## config.mk

```make
export PLATFORM = sky130hd
export DESIGN_NAME = commit_trace_buffer
export DESIGN_NICKNAME = d
export VERILOG_FILES = /design/src/rtl/commit_trace_buffer_pkg.sv /design/src/rtl/commit_trace_buffer_arbiter.sv /design/src/rtl/commit_trace_buffer.sv
export SDC_FILE = /design/constraint.sdc
export NUM_CORES = 2
export LEC_CHECK = 0
export CORE_MARGIN = 3
export CORE_UTILIZATION = 32
export CTS_CLUSTER_DIAMETER = 200
export CTS_CLUSTER_SIZE = 20
export DETAILED_ROUTE_END_ITERATION = 8
export PLACE_DENSITY = 0.55
export SLEW_MARGIN = 20
export SYNTH_ARGS = -nofsm -noshare
export SYNTH_HDL_FRONTEND = slang
export SYNTH_SLANG_ARGS = --single-unit
```

## constraint.sdc

```tcl
create_clock -name clk_i -period 6.8 [get_ports clk_i]
set_clock_uncertainty 0.2 [all_clocks]
set_input_delay 1.36 -clock clk_i [delete_from_list [all_inputs] [get_ports clk_i]]
set_output_delay 1.36 -clock clk_i [all_outputs]
set_load 0.01 [all_outputs]
```

## src/rtl/commit_trace_buffer_pkg.sv

```systemverilog
// Shared types for the commit trace buffer.
// Defining COMMIT_TRACE_TIMESTAMP_EN adds a per-entry cycle timestamp.
package commit_trace_buffer_pkg;

   localparam int unsigned TRACE_DEPTH  = 16;
   localparam int unsigned TRACE_VLEN   = 32;
   localparam int unsigned TRACE_XLEN   = 32;
   localparam int unsigned TRACE_TIME_W = 32;

   typedef enum logic {
      TRACE_INSN = 1'b0,
      TRACE_TRAP = 1'b1
   } trace_kind_e;

   // Stored field widths are fixed here; the top converts its ports to them.
   typedef struct packed {
      trace_kind_e             kind;
      logic [TRACE_VLEN-1:0]   pc;
      logic [4:0]              rd;
      logic                    we;
      logic [TRACE_XLEN-1:0]   data;
`ifdef COMMIT_TRACE_TIMESTAMP_EN
      logic [TRACE_TIME_W-1:0] tstamp;
`endif
   } trace_entry_t;

endpackage

```

## src/rtl/commit_trace_buffer_arbiter.sv

```systemverilog
// Combinational push arbiter: grants requests in priority order (low index
// first) while free slots remain and reports accepted/dropped counts.
module trace_push_arbiter #(
   parameter int unsigned NREQ  = 3,
   parameter int unsigned CNT_W = 5
) (
   input  logic [NREQ-1:0]      req_i,
   input  logic [CNT_W-1:0]     free_i,
   output logic [NREQ-1:0]      accept_o,
   output logic [NREQ-1:0][1:0] offset_o,
   output logic [1:0]           accept_cnt_o,
   output logic [1:0]           drop_cnt_o
);

   logic [1:0] taken;
   logic [1:0] dropped;

   always_comb begin
      accept_o = '0;
      offset_o = '0;
      taken    = '0;
      dropped  = '0;
      for (int i = 0; i < NREQ; i++) begin
         if (req_i[i]) begin
            if (CNT_W'(taken) < free_i) begin
               accept_o[i] = 1'b1;
               offset_o[i] = taken;
               taken       = taken + 2'd1;
            end else begin
               dropped = dropped + 2'd1;
            end
         end
      end
      accept_cnt_o = taken;
      drop_cnt_o   = dropped;
   end

endmodule

```

## src/rtl/commit_trace_buffer.sv

```systemverilog
// Retirement trace FIFO fed by the commit stage and drained by a slow consumer.
// Optional feature macro: COMMIT_TRACE_TIMESTAMP_EN (adds trace_time_o).
module commit_trace_buffer
   import commit_trace_buffer_pkg::*;
#(
   parameter int unsigned NR_COMMIT_PORTS = 2,
   parameter int unsigned DEPTH           = TRACE_DEPTH,
   parameter int unsigned VLEN            = TRACE_VLEN,
   parameter int unsigned XLEN            = TRACE_XLEN,
   parameter int unsigned DROP_CNT_W      = 16
) (
   input  logic                                 clk_i,
   input  logic                                 rst_ni,
   input  logic                                 enable_i,
   input  logic                                 flush_i,
   input  logic                                 clear_i,
   input  logic [NR_COMMIT_PORTS-1:0]           commit_ack_i,
   input  logic [NR_COMMIT_PORTS-1:0][VLEN-1:0] commit_pc_i,
   input  logic [NR_COMMIT_PORTS-1:0][4:0]      commit_rd_i,
   input  logic [NR_COMMIT_PORTS-1:0]           commit_we_i,
   input  logic [NR_COMMIT_PORTS-1:0][XLEN-1:0] commit_wdata_i,
   input  logic                                 exception_valid_i,
   input  logic [XLEN-1:0]                      exception_cause_i,
   input  logic [VLEN-1:0]                      exception_pc_i,
   output logic                                 trace_valid_o,
   input  logic                                 trace_ready_i,
   output logic                                 trace_kind_o,
   output logic [VLEN-1:0]                      trace_pc_o,
   output logic [4:0]                           trace_rd_o,
   output logic                                 trace_we_o,
   output logic [XLEN-1:0]                      trace_data_o,
`ifdef COMMIT_TRACE_TIMESTAMP_EN
   output logic [TRACE_TIME_W-1:0]              trace_time_o,
`endif
   output logic [DROP_CNT_W-1:0]                drop_cnt_o,
   output logic                                 overflow_o
);

   localparam int unsigned NREQ  = NR_COMMIT_PORTS + 1;
   localparam int unsigned PTR_W = $clog2(DEPTH);
   localparam int unsigned CNT_W = PTR_W + 1;
   localparam logic [CNT_W-1:0] DEPTH_C = CNT_W'(DEPTH);

   trace_entry_t          mem_q [DEPTH];
   logic [PTR_W-1:0]      rd_ptr_q, rd_ptr_d;
   logic [PTR_W-1:0]      wr_ptr_q, wr_ptr_d;
   logic [CNT_W-1:0]      count_q, count_d;
   logic [DROP_CNT_W-1:0] drop_cnt_q, drop_cnt_d;
   logic                  overflow_q, overflow_d;

   logic [NREQ-1:0]       req;
   logic [NREQ-1:0]       accept;
   logic [NREQ-1:0][1:0]  offset;
   logic [1:0]            accept_cnt;
   logic [1:0]            drop_now;
   logic [1:0]            drops_eff;
   logic [CNT_W-1:0]      free_slots;
   logic                  pop;
   logic [DROP_CNT_W-1:0] drop_base;
   logic [DROP_CNT_W:0]   drop_sum;
   trace_entry_t          new_entry [NREQ];
   trace_entry_t          head;

`ifdef COMMIT_TRACE_TIMESTAMP_EN
   logic [TRACE_TIME_W-1:0] time_q;

   always_ff @(posedge clk_i or negedge rst_ni) begin
      if (!rst_ni) begin
         time_q <= '0;
      end else begin
         time_q <= time_q + 1'b1;
      end
   end
`endif

   // Request slots are ordered port0, port1, ..., trap last.
   always_comb begin
      req = '0;
      for (int i = 0; i < NREQ; i++) begin
         new_entry[i] = '0;
      end
      for (int i = 0; i < NR_COMMIT_PORTS; i++) begin
         req[i]            = enable_i & commit_ack_i[i];
         new_entry[i].kind = TRACE_INSN;
         new_entry[i].pc   = TRACE_VLEN'(commit_pc_i[i]);
         new_entry[i].rd   = commit_rd_i[i];
         new_entry[i].we   = commit_we_i[i];
         new_entry[i].data = TRACE_XLEN'(commit_wdata_i[i]);
      end
      req[NREQ-1]            = enable_i & exception_valid_i;
      new_entry[NREQ-1].kind = TRACE_TRAP;
      new_entry[NREQ-1].pc   = TRACE_VLEN'(exception_pc_i);
      new_entry[NREQ-1].data = TRACE_XLEN'(exception_cause_i);
`ifdef COMMIT_TRACE_TIMESTAMP_EN
      for (int i = 0; i < NREQ; i++) begin
         new_entry[i].tstamp = time_q;
      end
`endif
   end

   // Free space uses the registered count only, so ready never reaches accept.
   assign free_slots = DEPTH_C - count_q;
   assign pop        = (count_q != '0) && trace_ready_i;

   trace_push_arbiter #(
      .NREQ  (NREQ),
      .CNT_W (CNT_W)
   ) u_arbiter (
      .req_i        (req),
      .free_i       (free_slots),
      .accept_o     (accept),
      .offset_o     (offset),
      .accept_cnt_o (accept_cnt),
      .drop_cnt_o   (drop_now)
   );

   always_comb begin
      rd_ptr_d = rd_ptr_q;
      wr_ptr_d = wr_ptr_q;
      count_d  = count_q;
      if (flush_i) begin
         rd_ptr_d = '0;
         wr_ptr_d = '0;
         count_d  = '0;
      end else begin
         rd_ptr_d = rd_ptr_q + PTR_W'(pop);
         wr_ptr_d = wr_ptr_q + PTR_W'(accept_cnt);
         count_d  = count_q + CNT_W'(accept_cnt) - CNT_W'(pop);
      end
   end

   // Pushes discarded by a flush are not drops; a drop outranks a clear.
   always_comb begin
      drops_eff  = flush_i ? 2'd0 : drop_now;
      drop_base  = clear_i ? '0 : drop_cnt_q;
      drop_sum   = {1'b0, drop_base} + (DROP_CNT_W + 1)'(drops_eff);
      drop_cnt_d = drop_sum[DROP_CNT_W] ? '1 : drop_sum[DROP_CNT_W-1:0];
      overflow_d = (overflow_q & ~clear_i) | (drops_eff != 2'd0);
   end

   always_ff @(posedge clk_i or negedge rst_ni) begin
      if (!rst_ni) begin
         rd_ptr_q   <= '0;
         wr_ptr_q   <= '0;
         count_q    <= '0;
         drop_cnt_q <= '0;
         overflow_q <= 1'b0;
      end else begin
         rd_ptr_q   <= rd_ptr_d;
         wr_ptr_q   <= wr_ptr_d;
         count_q    <= count_d;
         drop_cnt_q <= drop_cnt_d;
         overflow_q <= overflow_d;
      end
   end

   always_ff @(posedge clk_i or negedge rst_ni) begin
      if (!rst_ni) begin
         for (int i = 0; i < DEPTH; i++) begin
            mem_q[i] <= '0;
         end
      end else if (!flush_i) begin
         for (int i = 0; i < NREQ; i++) begin
            if (accept[i]) begin
               mem_q[wr_ptr_q + PTR_W'(offset[i])] <= new_entry[i];
            end
         end
      end
   end

   assign head          = mem_q[rd_ptr_q];
   assign trace_valid_o = (count_q != '0);
   assign trace_kind_o  = head.kind;
   assign trace_pc_o    = VLEN'(head.pc);
   assign trace_rd_o    = head.rd;
   assign trace_we_o    = head.we;
   assign trace_data_o  = XLEN'(head.data);
`ifdef COMMIT_TRACE_TIMESTAMP_EN
   assign trace_time_o  = head.tstamp;
`endif
   assign drop_cnt_o    = drop_cnt_q;
   assign overflow_o    = overflow_q;

endmodule

```

After elaboration in Yosys (flattened, before gate mapping)
Index checks and enable logic that the tools add are counted.
{"block": "totals", "inputBits": 213, "out_inout_bits": 89, "ram_bits": 0, "wordCells": 168, "romBits": 0, "latch_bits": 0, "mem_count": 0, "regBits": 1166}
{"block": "classes", "n_reduce_logical": 6, "n_mul": 0, "addsub": 12, "n_shift": 0, "muxes": 45, "eq_ne": 0, "bitwise_logic": 10, "div_mod_pow": 0, "order_cmp": 10}
{"op": "1136-bit two-way mux", "count": 5}
{"op": "1136-bit bitwise mux", "count": 3}
{"op": "71-bit demux with 4-bit select", "count": 3}
{"op": "71-bit two-way mux", "count": 5}
{"op": "71-bit binary-select mux with 4-bit select", "count": 1}
{"op": "16-bit two-way mux", "count": 2}
{"op": "2-bit two-way mux", "count": 15}
{"op": "5-bit greater-or-equal comparator, second input constant", "count": 4}
{"op": "4-bit inverter with 5-bit output", "count": 4}
{"op": "16-bit by 2-bit adder with 17-bit output", "count": 1}
{"op": "5-bit by 1-bit less-than comparator with 1-bit output, second input constant", "count": 3}
{"op": "4-bit by 2-bit adder with 4-bit output", "count": 3}
{"op": "2-bit by 5-bit less-than comparator with 1-bit output", "count": 2}
{"op": "2-bit by 1-bit adder with 2-bit output, second input constant", "count": 4}
{"op": "1-bit two-way mux", "count": 8}
{"op": "4-bit two-way mux", "count": 2}
{"op": "5-bit by 2-bit adder with 5-bit output", "count": 1}
{"op": "1-bit by 5-bit less-than comparator with 1-bit output, first input constant", "count": 1}
{"op": "5-bit two-way mux", "count": 1}
{"op": "5-bit nonzero test", "count": 1}
{"op": "5-bit by 1-bit subtractor with 5-bit output", "count": 1}
{"op": "5-bit subtractor, first input constant", "count": 1}
{"op": "4-bit by 1-bit adder with 4-bit output", "count": 1}
{"op": "1-bit bitwise AND", "count": 4}
{"op": "4 further kinds", "count": 7}

Longest topological paths before layout
{"block": "depth", "word_depth": 18, "depth_mapped": 27, "ltp_nobuf": 21}

Modules after synthesis
From an unflattened synthesis, not the netlist that was laid out.
{"block": "unflattened", "hier_cells": 8999, "hier_area_um2": 81176.6}
{"module": "commit_trace_buffer", "n_inst": 1, "cells_each": 8952, "area_per_inst_um2": 80861.3, "seq_area_each_um2": 29178.0}
{"module": "trace_push_arbiter", "n_inst": 1, "cells_each": 47, "area_per_inst_um2": 315.3, "seq_area_each_um2": 0.0}

Worst setup path after synthesis
No wires, ideal clock.
{"block": "synth_timing", "path_type": "in2reg", "start": "in enable_i", "end": "reg mem_q[184] (netlist name)", "t_required_ns": 6.505, "arrival_time_ns": 5.590, "path_slack_ns": 0.914, "cell_stages": 23, "setup_ns": 0.095, "n_path_buf": 8, "cell_sequence": "buf_4 clkbuf_1 nand3_1 nor2_1 ha_1 nand2b_1 or2_2 buf_2 buf_2 nand2_1 ha_1 and3_1 ha_1 fa_1 clkbuf_1 nor2b_1 a22oi_1 clkbuf_1 a211oi_1 clkbuf_1 clkbuf_1 a22oi_1 o31ai_1"}
{"block": "synth_between", "elab_chain_cells": 16, "word_cells_on_any_way": 39, "cone_classes": "3 x add/sub; 6 x order compare; 23 x mux; 5 x bitwise; 2 x reduce/logical"}
{"element": "start: declaration", "line_no": "commit_trace_buffer.sv:14", "text": "input logic enable_i,"}
{"element": "1-bit bitwise AND", "line_no": "commit_trace_buffer.sv:83", "text": "req[i] = enable_i & commit_ack_i[i];"}
{"element": "2-bit two-way mux", "line_no": "commit_trace_buffer_arbiter.sv:24", "text": "if (req_i[i]) begin"}
{"element": "2-bit by 5-bit less-than comparator with 1-bit output or 2-bit by 1-bit adder with 2-bit output (tied branches)", "line_no": "commit_trace_buffer_arbiter.sv:25, commit_trace_buffer_arbiter.sv:28"}
{"element": "2-bit two-way mux", "line_no": "commit_trace_buffer_arbiter.sv:25", "text": "if (CNT_W'(taken) < free_i) begin"}
{"element": "2-bit two-way mux", "line_no": "commit_trace_buffer_arbiter.sv:24"}
{"element": "2-bit by 5-bit less-than comparator with 1-bit output or 4-bit by 2-bit adder with 4-bit output (tied branches)", "line_no": "commit_trace_buffer_arbiter.sv:25, commit_trace_buffer.sv:165"}
{"element": "2-bit two-way mux or 4-bit inverter with 5-bit output (tied branches)", "line_no": "commit_trace_buffer_arbiter.sv:25, commit_trace_buffer.sv:165"}
{"element": "2-bit two-way mux, or another cell as far along", "line_no": "commit_trace_buffer_arbiter.sv:24"}
{"element": "4-bit by 2-bit adder with 4-bit output or 1-bit logical AND (tied branches)", "line_no": "commit_trace_buffer.sv:165", "text": "mem_q[wr_ptr_q + PTR_W'(offset[i])] <= new_entry[i];"}
{"element": "4-bit inverter with 5-bit output (not written as such) or 71-bit two-way mux (tied branches)", "line_no": "commit_trace_buffer.sv:165"}
{"element": "5-bit greater-or-equal comparator (not written as such), or another cell as far along", "line_no": "commit_trace_buffer.sv:165"}
{"element": "1-bit logical AND (not written as such) or 1136-bit bitwise mux (tied branches)", "line_no": "commit_trace_buffer.sv:165"}
{"element": "71-bit two-way mux (not written as such) or 1136-bit two-way mux (tied branches)", "line_no": "commit_trace_buffer.sv:165, commit_trace_buffer.sv:164"}
{"element": "71-bit demux with 4-bit select or 1136-bit two-way mux (tied branches)", "line_no": "commit_trace_buffer.sv:165, commit_trace_buffer.sv:162"}
{"element": "1136-bit bitwise mux", "line_no": "commit_trace_buffer.sv:165"}
{"element": "1136-bit two-way mux (*)", "line_no": "commit_trace_buffer.sv:164", "text": "if (accept[i]) begin"}
{"element": "end signal: indexed assignment", "line_no": "commit_trace_buffer.sv:165"}
{"element": "end: declaration", "line_no": "commit_trace_buffer.sv:44", "text": "trace_entry_t mem_q [DEPTH];"}
Mark *: on every way between the ends. The rest lies on a longest branch, timed or not. The select of a mux whose other input is x is not followed.
A chain may end at the register's enable or synchronous reset.

Worst setup path in the final report
{"block": "layout_timing", "start": "reg count_q[2]", "end": "reg drop_cnt_q[5], in the netlist drop_cnt_o[5]"}
{"block": "layout_between", "elab_chain_cells": 13, "word_cells_on_any_way": 20, "cone_classes": "5 x add/sub; 3 x order compare; 12 x mux"}
{"element": "start: declaration", "line_no": "commit_trace_buffer.sv:47", "text": "logic [CNT_W-1:0] count_q, count_d;"}
{"element": "start signal: assignment", "line_no": "commit_trace_buffer.sv:151", "text": "count_q <= count_d;"}
{"element": "5-bit subtractor (*)", "line_no": "commit_trace_buffer.sv:102", "text": "assign free_slots = DEPTH_C - count_q;"}
{"element": "1-bit by 5-bit less-than comparator with 1-bit output", "line_no": "commit_trace_buffer_arbiter.sv:25"}
{"element": "1-bit two-way mux", "line_no": "commit_trace_buffer_arbiter.sv:25"}
{"element": "2-bit two-way mux", "line_no": "commit_trace_buffer_arbiter.sv:24"}
{"element": "2-bit by 5-bit less-than comparator with 1-bit output, or another cell as far along", "line_no": "commit_trace_buffer_arbiter.sv:25"}
{"element": "2-bit two-way mux", "line_no": "commit_trace_buffer_arbiter.sv:25"}
{"element": "2-bit two-way mux", "line_no": "commit_trace_buffer_arbiter.sv:24"}
{"element": "2-bit by 5-bit less-than comparator with 1-bit output or 2-bit by 1-bit adder with 2-bit output (tied branches)", "line_no": "commit_trace_buffer_arbiter.sv:25, commit_trace_buffer_arbiter.sv:30"}
{"element": "2-bit two-way mux", "line_no": "commit_trace_buffer_arbiter.sv:25"}
{"element": "2-bit two-way mux (*)", "line_no": "commit_trace_buffer_arbiter.sv:24"}
{"element": "2-bit two-way mux (*)", "line_no": "commit_trace_buffer.sv:134", "text": "drops_eff = flush_i ? 2'd0 : drop_now;"}
{"element": "16-bit by 2-bit adder with 17-bit output (*)", "line_no": "commit_trace_buffer.sv:136", "text": "drop_sum = {1'b0, drop_base} + (DROP_CNT_W + 1)'(drops_eff);"}
{"element": "16-bit two-way mux (*)", "line_no": "commit_trace_buffer.sv:137", "text": "drop_cnt_d = drop_sum[DROP_CNT_W] ? '1 : drop_sum[DROP_CNT_W-1:0];"}
{"element": "via drop_cnt_d[5]", "line_no": "commit_trace_buffer.sv:48", "text": "logic [DROP_CNT_W-1:0] drop_cnt_q, drop_cnt_d;"}
{"element": "end signal: assignment", "line_no": "commit_trace_buffer.sv:152", "text": "drop_cnt_q <= drop_cnt_d;"}
{"element": "end: declaration", "line_no": "commit_trace_buffer.sv:48"}
The timed path passes the listed nets; every way through them passes the cells marked *.

==> impl_metrics.env <==
export IMPL_rows=183
export IMPL_ys_async_sr_fraction_pct=100
export IMPL_placed_area_um2=87400
export IMPL_synth_fp_nets=9055
export IMPL_gp_routability_congestion=0.899
export IMPL_finalSetupViolCount=0
export IMPL_maxCapViolCount=0
export IMPL_start_util_pct=32.3
export IMPL_cts_buffers=68
export IMPL_yosysSeqAreaShare_pct=36.2
export IMPL_post_cts_resized=0
export IMPL_syn_inst=8816
export IMPL_ir_drop_uv=238
export IMPL_fin_crit_sh_pct=92.0
export IMPL_syn_to_final_growth_pct=10.7
export IMPL_cts_buffer_depth=3
export IMPL_rsz0062_at_grt="false"
export IMPL_clock_latency_ns=0.75
export IMPL_clock_root_buffer="clkbuf_16"
export IMPL_cp_start_kind="flip-flop"
export IMPL_crit_fanout=21
export IMPL_viasPerCell=7.31
export IMPL_min_period_ns=6.26
export IMPL_yosys_cell_types_count=80
export IMPL_drtPass1Iterations=7
export IMPL_drt_iter0_markers=15000
export IMPL_postRouteAntennaNets=0
export IMPL_synthTopCellsByArea="dfrtp_1 36%, mux4_2 9.9%, a22oi_1 7.3%, o2bb2ai_1 6.1%, o21ai_0 5.0%"
export IMPL_grt_usage_pct=32.7
export IMPL_antenna_found_initial=47
export IMPL_drc=0
export IMPL_hold_class="reg -> reg"
export IMPL_whs_path_depth=1
export IMPL_reg2reg_depth=22
export IMPL_yosys_area_top_type="dfrtp_1"
export IMPL_routedWlPerCell_um=37.8
export IMPL_max_freq_mhz=160
export IMPL_status="complete, no violations"
export IMPL_power_w=0.0274
export IMPL_grt_max_degree=176
export IMPL_ys_ff_latch=1166
export IMPL_dpl_hpwl_mm=242
export IMPL_final_hold_viol_count=0
export IMPL_grt_pass1_wl_mm=621
export IMPL_cts_setup_buffers=0
export IMPL_core_area_um2=250000
export IMPL_cp_required_ns=7.26
export IMPL_htreeDepth=3
export IMPL_gr_total_overflow=0
export IMPL_power_leakage_nw=33.4
export IMPL_cts_hold_buffers=0
export IMPL_p_per_area_nw_per_um2=306
export IMPL_synth_area_um2=80700
export IMPL_drive_gt1_share_pct=12.5
export IMPL_drt_wl_total_mm=441
export IMPL_die_area_um2=258000
export IMPL_synth_top_cell_area_share_pct=36.2
export IMPL_synth_flop_cell="dfrtp_1"
export IMPL_fin_area_um2=89300
export IMPL_die_h_um=508
export IMPL_dr_total_vias=85200
export IMPL_io_pins=302
export IMPL_arrival_ns=6.71
export IMPL_end_kind="flip-flop"
export IMPL_synth_warnings=0
export IMPL_nets=8522
export IMPL_relSlewSlack_pct=16.6
export IMPL_avgSynthCellArea_um2=9.16
export IMPL_numPortBuffers=301
export IMPL_grt_pass1_vias=81700
export IMPL_tritoncts="yes"
export IMPL_fp_dieW_um=508
export IMPL_clkTransAtPathRegs_ns=0.10
export IMPL_tightest_slew_ns=1.25
export IMPL_report_final_slew_viol_count=0
export IMPL_finalSetupTns_ns=0
export IMPL_crit_type="reg -> reg"
export IMPL_synth_edf_count=0
export IMPL_clock_sinks=1166
==> synth_stat cells (all sizes together), types with 15 or more instances <==
cell type / instances
a31o: 38
o22a: 63
a22oi: 785
a2bb2oi: 59
nor2b: 146
nand3: 29
dfrtp: 1166
a311oi: 58
ha: 22
mux4: 355
a211oi: 152
a2111oi: 85
or3: 24
o2bb2ai: 561
nor2: 299
nand2: 1001
a21o: 73
o221ai: 58
a21oi: 657
and3: 23
nor3: 87
o21ai: 832
a221o: 137
mux2i: 159
clkbuf: 923
o211ai: 56
o31ai: 166
mux2: 103
o22ai: 22
xnor2: 15
a22o: 43
or2: 22
a31oi: 128
buf: 295
inv: 83
==> flip-flops by register name, summed over array words and instances, names as in the netlist <==
signal      count
count_q         5
drop_cnt_o     16
rd_ptr_q        4
wr_ptr_q        4
overflow_o      1
mem_q        1136
==> critical path, cell delays in order, from the launching register on <==
cell and delay, ns:
dfrtp_1 0.54, inv_1 0.11, ha_1 0.21, and2_1 0.15
ha_1 0.36, nand2b_1 0.17, a21oi_1 0.15, nor2_1 0.08
ha_1 0.28, o21ai_0 0.15, a21oi_4 0.17, buf_4 0.49
nand4_1 0.35, xnor2_1 0.22, nor2_1 0.11, ha_1 0.18
inv_1 0.06, fa_1 0.47, nor3b_1 0.43, nand3_1 0.29
nor2_1 0.23, nand4b_1 0.49, o21ai_0 0.25
==> layout by cell type (no fill, tap or decap), drive strengths merged, types with 15 or more instances in the layout <==
| master | Yosys | final |
|---|---|---|
| mux2 | 103 | 103 |
| o211ai | 56 | 56 |
| clkbuf | 923 | 70 |
| nor3 | 87 | 87 |
| a221o | 137 | 137 |
| nor2b | 146 | 146 |
| or2 | 22 | 22 |
| o221ai | 58 | 58 |
| a21o | 73 | 73 |
| a2bb2oi | 59 | 59 |
| o31ai | 166 | 166 |
| nand3 | 29 | 29 |
| a2111oi | 85 | 85 |
| and3 | 23 | 23 |
| clkdlybuf4s50 | 0 | 299 |
| a31o | 38 | 38 |
| o2bb2ai | 561 | 561 |
| a211oi | 152 | 152 |
| nand2 | 1001 | 1001 |
| a22oi | 785 | 785 |
| inv | 83 | 87 |
| a311oi | 58 | 58 |
| dfrtp | 1166 | 1166 |
| mux2i | 159 | 159 |
| xnor2 | 15 | 15 |
| or3 | 24 | 24 |
| diode | 0 | 30 |
| mux4 | 355 | 355 |
| buf | 295 | 316 |
| o21ai | 832 | 832 |
| nor2 | 299 | 299 |
| ha | 22 | 22 |
| o22a | 63 | 63 |
| o22ai | 22 | 22 |
| a31oi | 128 | 128 |
| a21oi | 657 | 657 |
| a22o | 43 | 43 |
==> final timing paths <==
path                                  to  slack (ns)  startpoint
min in group asynchronous     mem_q[617]        0.40      rst_ni
max                        drop_cnt_o[5]        0.54  count_q[2]
min reg2reg                   mem_q[141]        0.30  mem_q[141]
min                           mem_q[141]        0.30  mem_q[141]
max in group asynchronous    rd_ptr_q[3]        4.20      rst_ni
max reg2reg                drop_cnt_o[5]        0.54  count_q[2]
==> layout make-up <==
cell class,instances,area [µm²]
clock inverters,6,82.6
repair buffers,615,6580
diodes,30,75.1
inverters,84,323
clock buffers,70,1710
fillers,24800,160000
well taps,3330,4170
multi-input cells,6348,47200
flip-flops and latches,1166,29200
==> per-layer routing <==
| layer | share of wire [%] | GRT usage [%] |
|---|---|---|
| met1 | 36 | 41.3 |
| met2 | 42 | 46.4 |
| met3 | 15 | 12.5 |
| met4 | 7.4 | 21.2 |
| met5 | 0.051 | 0 |
==> power by group <==
part	switching [W]	total (W)	internal, W
Combinational	0.00687	0.0124	0.00553
Clock	0.00280	0.00462	0.00183
Sequential	0.00163	0.0104	0.00872
==> cells by family (layout without fill, tap and decap cells) <==
group | count (synthesis) | after routing | share of synthesized area, %
adder cells (fa/ha/maj) | 26 | 26 | 0.440
XOR/XNOR | 25 | 25 | 0.290
other | 0 | 30 | 0
multiplexers | 617 | 617 | 13.3
AO/OA/AOI/OAI | 4006 | 4006 | 34.5
flip-flops | 1166 | 1166 | 36.2
buffers and inverters | 1302 | 775 | 6.49
AND/OR/NAND/NOR | 1674 | 1674 | 8.85
==> through the flow <==
step | instances | setup WS [ns] | hold WS, ns | util, %
2_1_floorplan | 8816 | 0.914 | 0.258 | -
3_3_place_gp | 11500 | 0.240 | 0.278 | 35.0
3_5_place_dp | 11500 | 0.250 | 0.282 | 35.0
4_1_cts | 11600 | 0.551 | 0.305 | 35.7
5_1_grt | 11600 | 0.00877 | 0.311 | 35.7
6_report | 11600 | 0.545 | 0.304 | 35.8
Power figures use the tool's default switching activity.
